==> src/rtl/icache_pkg.sv <==
`default_nettype none
//==============================================================================
// Module      : cpu_types_pkg
// Description : Shared CPU types used by the instruction cache: the word
//               type, the fetch address split, the frame layout and the fill
//               FSM state encoding.
// Revision    : 1.0 - initial release
//==============================================================================
package cpu_types_pkg;

    typedef logic [31:0] word_t;

    // Default cache geometry: 16 one-word frames.
    localparam int IIDX_W = 4;
    localparam int IBYT_W = 2;
    localparam int ITAG_W = 32 - IIDX_W - IBYT_W;

    // Fetch byte address viewed as cache fields.
    typedef struct packed {
        logic [ITAG_W-1:0] tag;
        logic [IIDX_W-1:0] idx;
        logic [IBYT_W-1:0] bytoff;
    } icachef_t;

    // One cache frame.
    typedef struct packed {
        logic              valid;
        logic [ITAG_W-1:0] tag;
        word_t             data;
    } icache_frame_t;

    // Fill FSM states.
    typedef enum logic [0:0] {
        IDLE  = 1'b0,
        FETCH = 1'b1
    } icache_state_t;

endpackage : cpu_types_pkg
`default_nettype wire

==> src/rtl/icache_if.sv <==
`default_nettype none
//==============================================================================
// Module      : datapath_cache_if / caches_if
// Description : Fetch-side bus (datapath <-> icache) and memory-side bus
//               (icache <-> memory arbiter).
// Revision    : 1.0 - initial release
//==============================================================================
interface datapath_cache_if;
    import cpu_types_pkg::*;

    logic  imemREN;
    word_t imemaddr;
    logic  ihit;
    word_t imemload;

    // Datapath drives the fetch request and consumes the instruction.
    modport datapath (
        output imemREN, imemaddr,
        input  ihit, imemload
    );

    // Cache serves the fetch request.
    modport icache (
        input  imemREN, imemaddr,
        output ihit, imemload
    );
endinterface : datapath_cache_if

interface caches_if;
    import cpu_types_pkg::*;

    logic  iREN;
    word_t iaddr;
    logic  iwait;
    word_t iload;

    // Cache issues memory reads.
    modport icache (
        output iREN, iaddr,
        input  iwait, iload
    );

    // Arbiter answers memory reads.
    modport arbiter (
        input  iREN, iaddr,
        output iwait, iload
    );
endinterface : caches_if
`default_nettype wire

==> src/rtl/icache_stats.sv <==
`default_nettype none
//==============================================================================
// Module      : icache_stats
// Description : Saturating 32-bit hit and miss counters for the instruction
//               cache. Only instantiated when ICACHE_STATS_EN is defined.
// Revision    : 1.0 - initial release
//==============================================================================
module icache_stats
    import cpu_types_pkg::*;
(
    input  logic  CLK,
    input  logic  nRST,
    input  logic  hit,
    input  logic  miss,
    output word_t hit_count,
    output word_t miss_count
);

    word_t r_hits;
    word_t r_misses;

    // Count hit cycles and miss events, holding at all-ones instead of wrapping.
    always_ff @(posedge CLK, negedge nRST) begin
        if (!nRST) begin
            r_hits   <= '0;
            r_misses <= '0;
        end else begin
            if (hit && (r_hits != '1)) begin
                r_hits <= r_hits + 32'd1;
            end
            if (miss && (r_misses != '1)) begin
                r_misses <= r_misses + 32'd1;
            end
        end
    end

    assign hit_count  = r_hits;
    assign miss_count = r_misses;

endmodule : icache_stats
`default_nettype wire

==> src/rtl/icache.sv <==
`default_nettype none
//==============================================================================
// Module      : icache
// Description : Direct-mapped, read-only instruction cache. Hits are served
//               combinationally; a miss runs a two-state fill FSM that reads
//               one word from memory, installs it and lets the lookup hit on
//               the following cycle (no fill bypass).
//               Optional macro ICACHE_STATS_EN adds hit/miss counters;
//               otherwise hit_count/miss_count are tied to zero.
// Revision    : 1.0 - initial release
//==============================================================================
module icache
    import cpu_types_pkg::*;
#(
    parameter int SETS = 16
)(
    input  logic             CLK,
    input  logic             nRST,
    datapath_cache_if.icache dcif,
    caches_if.icache         cif,
    output word_t            hit_count,
    output word_t            miss_count
);

    localparam int IW = $clog2(SETS);
    localparam int TW = 32 - IW - 2;

    // Frame storage: valid bits are reset, tag and data are not.
    logic [SETS-1:0] r_valid;
    logic [TW-1:0]   r_tag  [SETS];
    word_t           r_data [SETS];

    icache_state_t r_state;
    word_t         r_miss_addr;
    logic          r_iren;

    logic [IW-1:0] w_idx;
    logic [TW-1:0] w_tag;
    logic [IW-1:0] w_fill_idx;
    logic [TW-1:0] w_fill_tag;
    logic          w_hit;
    logic          w_miss;
    logic          w_fill;

    assign w_idx      = dcif.imemaddr[IW+1:2];
    assign w_tag      = dcif.imemaddr[31:IW+2];
    assign w_fill_idx = r_miss_addr[IW+1:2];
    assign w_fill_tag = r_miss_addr[31:IW+2];

    // Lookups are only honoured in IDLE; a FETCH in progress never hits.
    assign w_hit  = (r_state == IDLE) && dcif.imemREN && r_valid[w_idx]
                    && (r_tag[w_idx] == w_tag);
    assign w_miss = (r_state == IDLE) && dcif.imemREN && !w_hit;
    assign w_fill = (r_state == FETCH) && !cif.iwait;

    // Fill FSM: latch the missing address, hold the read until memory answers,
    // then mark the frame valid. Reset aborts the fill without writing.
    always_ff @(posedge CLK, negedge nRST) begin
        if (!nRST) begin
            r_state     <= IDLE;
            r_miss_addr <= '0;
            r_iren      <= 1'b0;
            r_valid     <= '0;
        end else begin
            case (r_state)
                IDLE: begin
                    if (w_miss) begin
                        r_miss_addr <= dcif.imemaddr;
                        r_iren      <= 1'b1;
                        r_state     <= FETCH;
                    end
                end
                FETCH: begin
                    if (!cif.iwait) begin
                        r_valid[w_fill_idx] <= 1'b1;
                        r_iren              <= 1'b0;
                        r_state             <= IDLE;
                    end
                end
                default: begin
                    r_state <= IDLE;
                    r_iren  <= 1'b0;
                end
            endcase
        end
    end

    // Install tag and data on the edge where memory data is valid.
    always_ff @(posedge CLK) begin
        if (w_fill) begin
            r_tag[w_fill_idx]  <= w_fill_tag;
            r_data[w_fill_idx] <= cif.iload;
        end
    end

    assign cif.iREN      = r_iren;
    assign cif.iaddr     = r_miss_addr;
    assign dcif.ihit     = w_hit;
    assign dcif.imemload = w_hit ? r_data[w_idx] : '0;

`ifdef ICACHE_STATS_EN
    icache_stats u_stats (
        .CLK        (CLK),
        .nRST       (nRST),
        .hit        (w_hit),
        .miss       (w_miss),
        .hit_count  (hit_count),
        .miss_count (miss_count)
    );
`else
    assign hit_count  = '0;
    assign miss_count = '0;
`endif

endmodule : icache
`default_nettype wire

==> src/flat_wrapper.sv <==
// flat-port wrapper written by rule: the top's interface ports become plain ports
module icache_flat import cpu_types_pkg::*;
#(
    parameter int SETS = 16
)
  (CLK, nRST, hit_count, miss_count, dcif_imemREN, dcif_imemaddr, dcif_ihit, dcif_imemload, cif_iREN, cif_iaddr, cif_iwait, cif_iload);
  datapath_cache_if dcif_i ();
  caches_if cif_i ();
  input  logic CLK;
  input  logic nRST;
  output word_t hit_count;
  output word_t miss_count;
  input wire logic [$bits(dcif_i.imemREN)-1:0] dcif_imemREN;
  input wire logic [$bits(dcif_i.imemaddr)-1:0] dcif_imemaddr;
  output wire logic [$bits(dcif_i.ihit)-1:0] dcif_ihit;
  output wire logic [$bits(dcif_i.imemload)-1:0] dcif_imemload;
  output wire logic [$bits(cif_i.iREN)-1:0] cif_iREN;
  output wire logic [$bits(cif_i.iaddr)-1:0] cif_iaddr;
  input wire logic [$bits(cif_i.iwait)-1:0] cif_iwait;
  input wire logic [$bits(cif_i.iload)-1:0] cif_iload;
  assign dcif_i.imemREN = dcif_imemREN;
  assign dcif_i.imemaddr = dcif_imemaddr;
  assign dcif_ihit = dcif_i.ihit;
  assign dcif_imemload = dcif_i.imemload;
  assign cif_iREN = cif_i.iREN;
  assign cif_iaddr = cif_i.iaddr;
  assign cif_i.iwait = cif_iwait;
  assign cif_i.iload = cif_iload;
  icache #(.SETS(SETS)) u_core (.CLK(CLK), .nRST(nRST), .dcif(dcif_i), .cif(cif_i), .hit_count(hit_count), .miss_count(miss_count));
endmodule
==> config.mk <==
export PLATFORM = sky130hd
export DESIGN_NAME = icache_flat
export DESIGN_NICKNAME = d
export VERILOG_FILES = /design/src/rtl/icache_pkg.sv /design/src/rtl/icache_if.sv /design/src/rtl/icache_stats.sv /design/src/rtl/icache.sv /design/src/flat_wrapper.sv
export SDC_FILE = /design/constraint.sdc
export NUM_CORES = 1
export LEC_CHECK = 0
export CAP_MARGIN = 20
export CORE_ASPECT_RATIO = 2
export CORE_MARGIN = 2
export CORE_UTILIZATION = 30
export CTS_CLUSTER_SIZE = 30
export DETAILED_ROUTE_END_ITERATION = 16
export GPL_TIMING_DRIVEN = 0
export SYNTH_ARGS = -nofsm -noshare
export SYNTH_HDL_FRONTEND = slang
export SYNTH_SLANG_ARGS = --single-unit
==> constraint.sdc <==
create_clock -name CLK -period 4.8 [get_ports CLK]
set_input_delay 0.96 -clock CLK [delete_from_list [all_inputs] [get_ports CLK]]
set_output_delay 0.96 -clock CLK [all_outputs]
set_load 0.1 [all_outputs]
==> run_results.csv <==
group,metric,value,unit
floorplanning,initial_core_util,30.2,%
global_routing,grt_pass1_vias,20100,
floorplanning,num_rows,184,
synthesis,syn_inst,1668,
worst_setup_path,r2r_start,"u_core.r_tag[13][1]",
route,via_per_inst,4.86,
route,first_iter_violations,1331,
hold_path,hold_class,"input port to async pin",
worst_setup_path,critPathKind,"input port to output pin",
cells_and_area,fillers,11400,
worst_setup_path,cp_data_arrival_time,4.43,ns
sta,drv_slew,0,
route,wl_per_cell,27.5,µm
sta,maxSlewHeadroom,31.4,%
synthesis,synth_warnings,0,
floorplanning,pin_count,198,
run_status,outcome,"finished, violations left",
clock_network,ctsHoldBuffers,0,
worst_setup_path,r2r-end,"u_core.cif.iaddr[1]",
worst_setup_path,cp-start-kind,"input port",
clock_network,cts.clk_slew.worst_paths,0.07,ns
worst_setup_path,r2r_cells,12,
worst_setup_path,reg2reg_slack,1.07,ns
global_routing,grt_max_degree,51,
route,drt_first_pass_iters,5,
clock_network,root_buffer,"clkbuf_16",
cells_and_area,drive_above_1_share,34.8,%
clock_network,h-tree-depth,3,
sta,fmax,0.185,GHz
synthesis,synth_area_per_cell,22.8,µm²
clock_network,cts.sinks,978,
floorplanning,core,0.126,mm²
synthesis,async_flop_share,5.11,%
sta,final-hold-violation-count,0,
synthesis,synth_top_family_by_area,"multiplexers",
synthesis,yosys.area_share.xor_xnor,0.761,%
route,drtAntennaViolNets,0,
global_routing,grt_pass1_wl,147000,µm
sta,finalClockSkew,0.0230,ns
synthesis,seq_area_frac_synth,76.7,%
sta,worst_slack,-0.594,ns
sta,min_period,5.39,ns
worst_setup_path,crit_path_top_delay_cell,"xnor2_2",
synthesis,synth-seq-cells,978,
synthesis,synth-compound-area-share,0.995,%
route,drcViolationCount,0,
synthesis,synth-simple-area-share,1.80,%
route,vias,18400,
worst_setup_path,critPathCaptureType,"output pin",
place,dp_hpwl,71100,µm
global_routing,antenna_found_initial,7,
power_and_ir_drop,max-vdd-ir-drop,0.244,mV
power_and_ir_drop,p_total,19.3,mW
synthesis,ys_types,42,
worst_setup_path,required,3.84,ns
power_and_ir_drop,p_leak,15.3,nW
global_routing,track_usage,16.1,%
synthesis,syn_area,0.0380,mm²
worst_setup_path,crit_fanout,10,
synthesis,synth_adder_area_share,0,%
sta,rsz0062_at_grt,"yes",
place,gp_congestion,0.770,
cells_and_area,area_delta_synth_final,24.3,%
clock_network,insertion_delay,0.68,ns
run_status,violations,"setup timing",
worst_setup_path,cpPeakStageDelay,0.40,ns
floorplanning,die_y,507,µm
route,wirelength,104000,µm
run,cap_violations,0,
floorplanning,die_width,256,µm
clock_network,clock_path_buffers,3,
sta,finalSetupViolCount,33,
clock_network,numCtsBuffers,86,
synthesis,synth_mux_area_share,17.4,%
global_routing,grt_overflow,0,
place,port_buffers,130,
sta,tns,-17.38,ns
clock_network,cts_tree,"built",
floorplanning,dieArea,0.130,mm²
sta,post-route-period-util,112,%
synthesis,synth-edff-count,928,
worst_setup_path,crit_chain,"buf_4, buf_12, buf_4, mux4_2, mux2i_1, o21ai_2, xnor2_2, nand2_2, nor4_4, nand2_2, or2_4, clkbuf_16, nor2b_4, buf_12",
sta,worst_pin_slew,1.03,ns
cells_and_area,layout.nets,2107,
synthesis,synth_ff_type,"edfxtp_1",
power_and_ir_drop,powerDensity,409,mW/mm²
## Yosys cell counts (2+ instances only)
master | number | area [µm²]
or2_2 | 16 | 100
buf_2 | 35 | 175
o221ai_1 | 2 | 17.5
mux2i_1 | 39 | 390
mux4_2 | 259 | 5830
inv_1 | 2 | 7.51
dfrtp_1 | 50 | 1250
nand2b_1 | 3 | 18.8
a211oi_1 | 6 | 45.0
nand4_1 | 2 | 12.5
nor2_1 | 22 | 82.6
a21oi_1 | 9 | 45.0
nor3_1 | 10 | 50.1
xnor2_1 | 17 | 149
edfxtp_1 | 928 | 27900
nand3_1 | 2 | 10.0
a22oi_1 | 7 | 52.6
nor4_1 | 5 | 31.3
buf_4 | 68 | 510
nor2b_1 | 43 | 269
mux2_1 | 28 | 315
and2_1 | 3 | 18.8
clkbuf_1 | 31 | 116
a22o_1 | 3 | 26.3
nand2_1 | 16 | 60.1
o21ai_0 | 12 | 60.1
buf_6 | 7 | 78.8
mux2_2 | 6 | 67.6
xor2_1 | 16 | 140
a221oi_1 | 9 | 78.8
## kinds of logic after synthesis
group,after synthesis
other,1
flip-flops,978
AO/OA/AOI/OAI,53
XOR/XNOR,33
buffers and inverters,145
multiplexers,332
AND/OR/NAND/NOR,126
## power breakdown
group          internal [mW]  switching, mW  leakage, nW
Clock                   3.73           3.12         1.34
Combinational          0.782           1.45         5.03
Sequential              9.87          0.343         8.94
Total                   14.4           4.91         15.3
## timing repair
item	CTS	global route
setup buffers	22	5
cloned	1	0
gates resized for setup	482	34
pin swaps	9	11
setup endpoints to repair	67	33
## registers in the layout (all words and copies together) (netlist names)
| signal | cells |
|---|---|
| u_core.r_state | 1 |
| u_core.r_valid | 16 |
| u_core.r_tag | 416 |
| u_core.cif.iaddr | 32 |
| u_core.r_data | 512 |
| u_core.cif.iREN | 1 |
## how the worst max path moves through the flow
stage	start	end	slack [ns]	cells after the start
finish	dcif_imemaddr[4]	dcif_imemload[5]	-0.59	14
global route	dcif_imemaddr[4]	dcif_imemload[5]	-0.56	16
CTS	dcif_imemaddr[2]	dcif_imemload[5]	-0.64	13
detailed placement	dcif_imemaddr[5]	dcif_imemload[5]	-3.93	13
global placement	cif_iwait	u_core.r_valid[4]	-4.62	5
floorplan	dcif_imemaddr[2]	dcif_imemload[10]	-0.79	11
## cells in the final DEF (no fill, tap or decap), drive strengths merged, types with 17 or more instances in the layout
master,instances
mux2,34
conb,64
nor2,22
buf,235
nor2b,43
xnor2,17
clkinv,37
or2,17
dfrtp,50
mux2i,39
edfxtp,928
clkdlybuf4s50,94
clkbuf,137
mux4,259
## final cells by class
class                           count  area [µm²]  area share, %
Tap cell                         1674        2090           4.44
Antenna cell                        2        5.00         0.0106
Sequential cell                   978       29100           61.7
Buffer                            142        1300           2.75
Clock inverter                     51         433          0.917
Timing Repair Buffer              220        3260           6.90
Clock buffer                      105        2320           4.91
Multi-Input combinational cell    608        8670           18.4
Inverter                            3        11.3         0.0239
## metrics by stage
stage	instances	utilization [%]	hold slack [ns]	setup WS [ns]	instance area, µm²
final	3783	37.6	0.375	-0.594	47200
after global routing	3782	37.5	0.445	-0.559	47200
after CTS	3776	37.4	0.389	-0.642	47100
after detailed placement	3597	34.3	0.449	-3.93	43100
after global placement	3535	33.1	0.446	-4.62	41600
after floorplan	1731	-	0.434	-0.789	38200
## metal layers
layer,up-vias,track usage (%),wire (µm)
met5,-,0,27
met4,4,8.44,5420
met3,224,2.25,4730
met2,685,31.1,58100
met1,9884,16.5,35600
li1,7582,-,-
## critical path, delay by kind of cell
kind	cells	cell delay [ns]
AOI/OAI and AO/OA	1	0.12
xor gates and xnor gates	1	0.40
buffers and inverters	5	1.03
muxes	2	0.69
and+or+nand+nor	5	1.18
(Power assumes the default switching activity.)
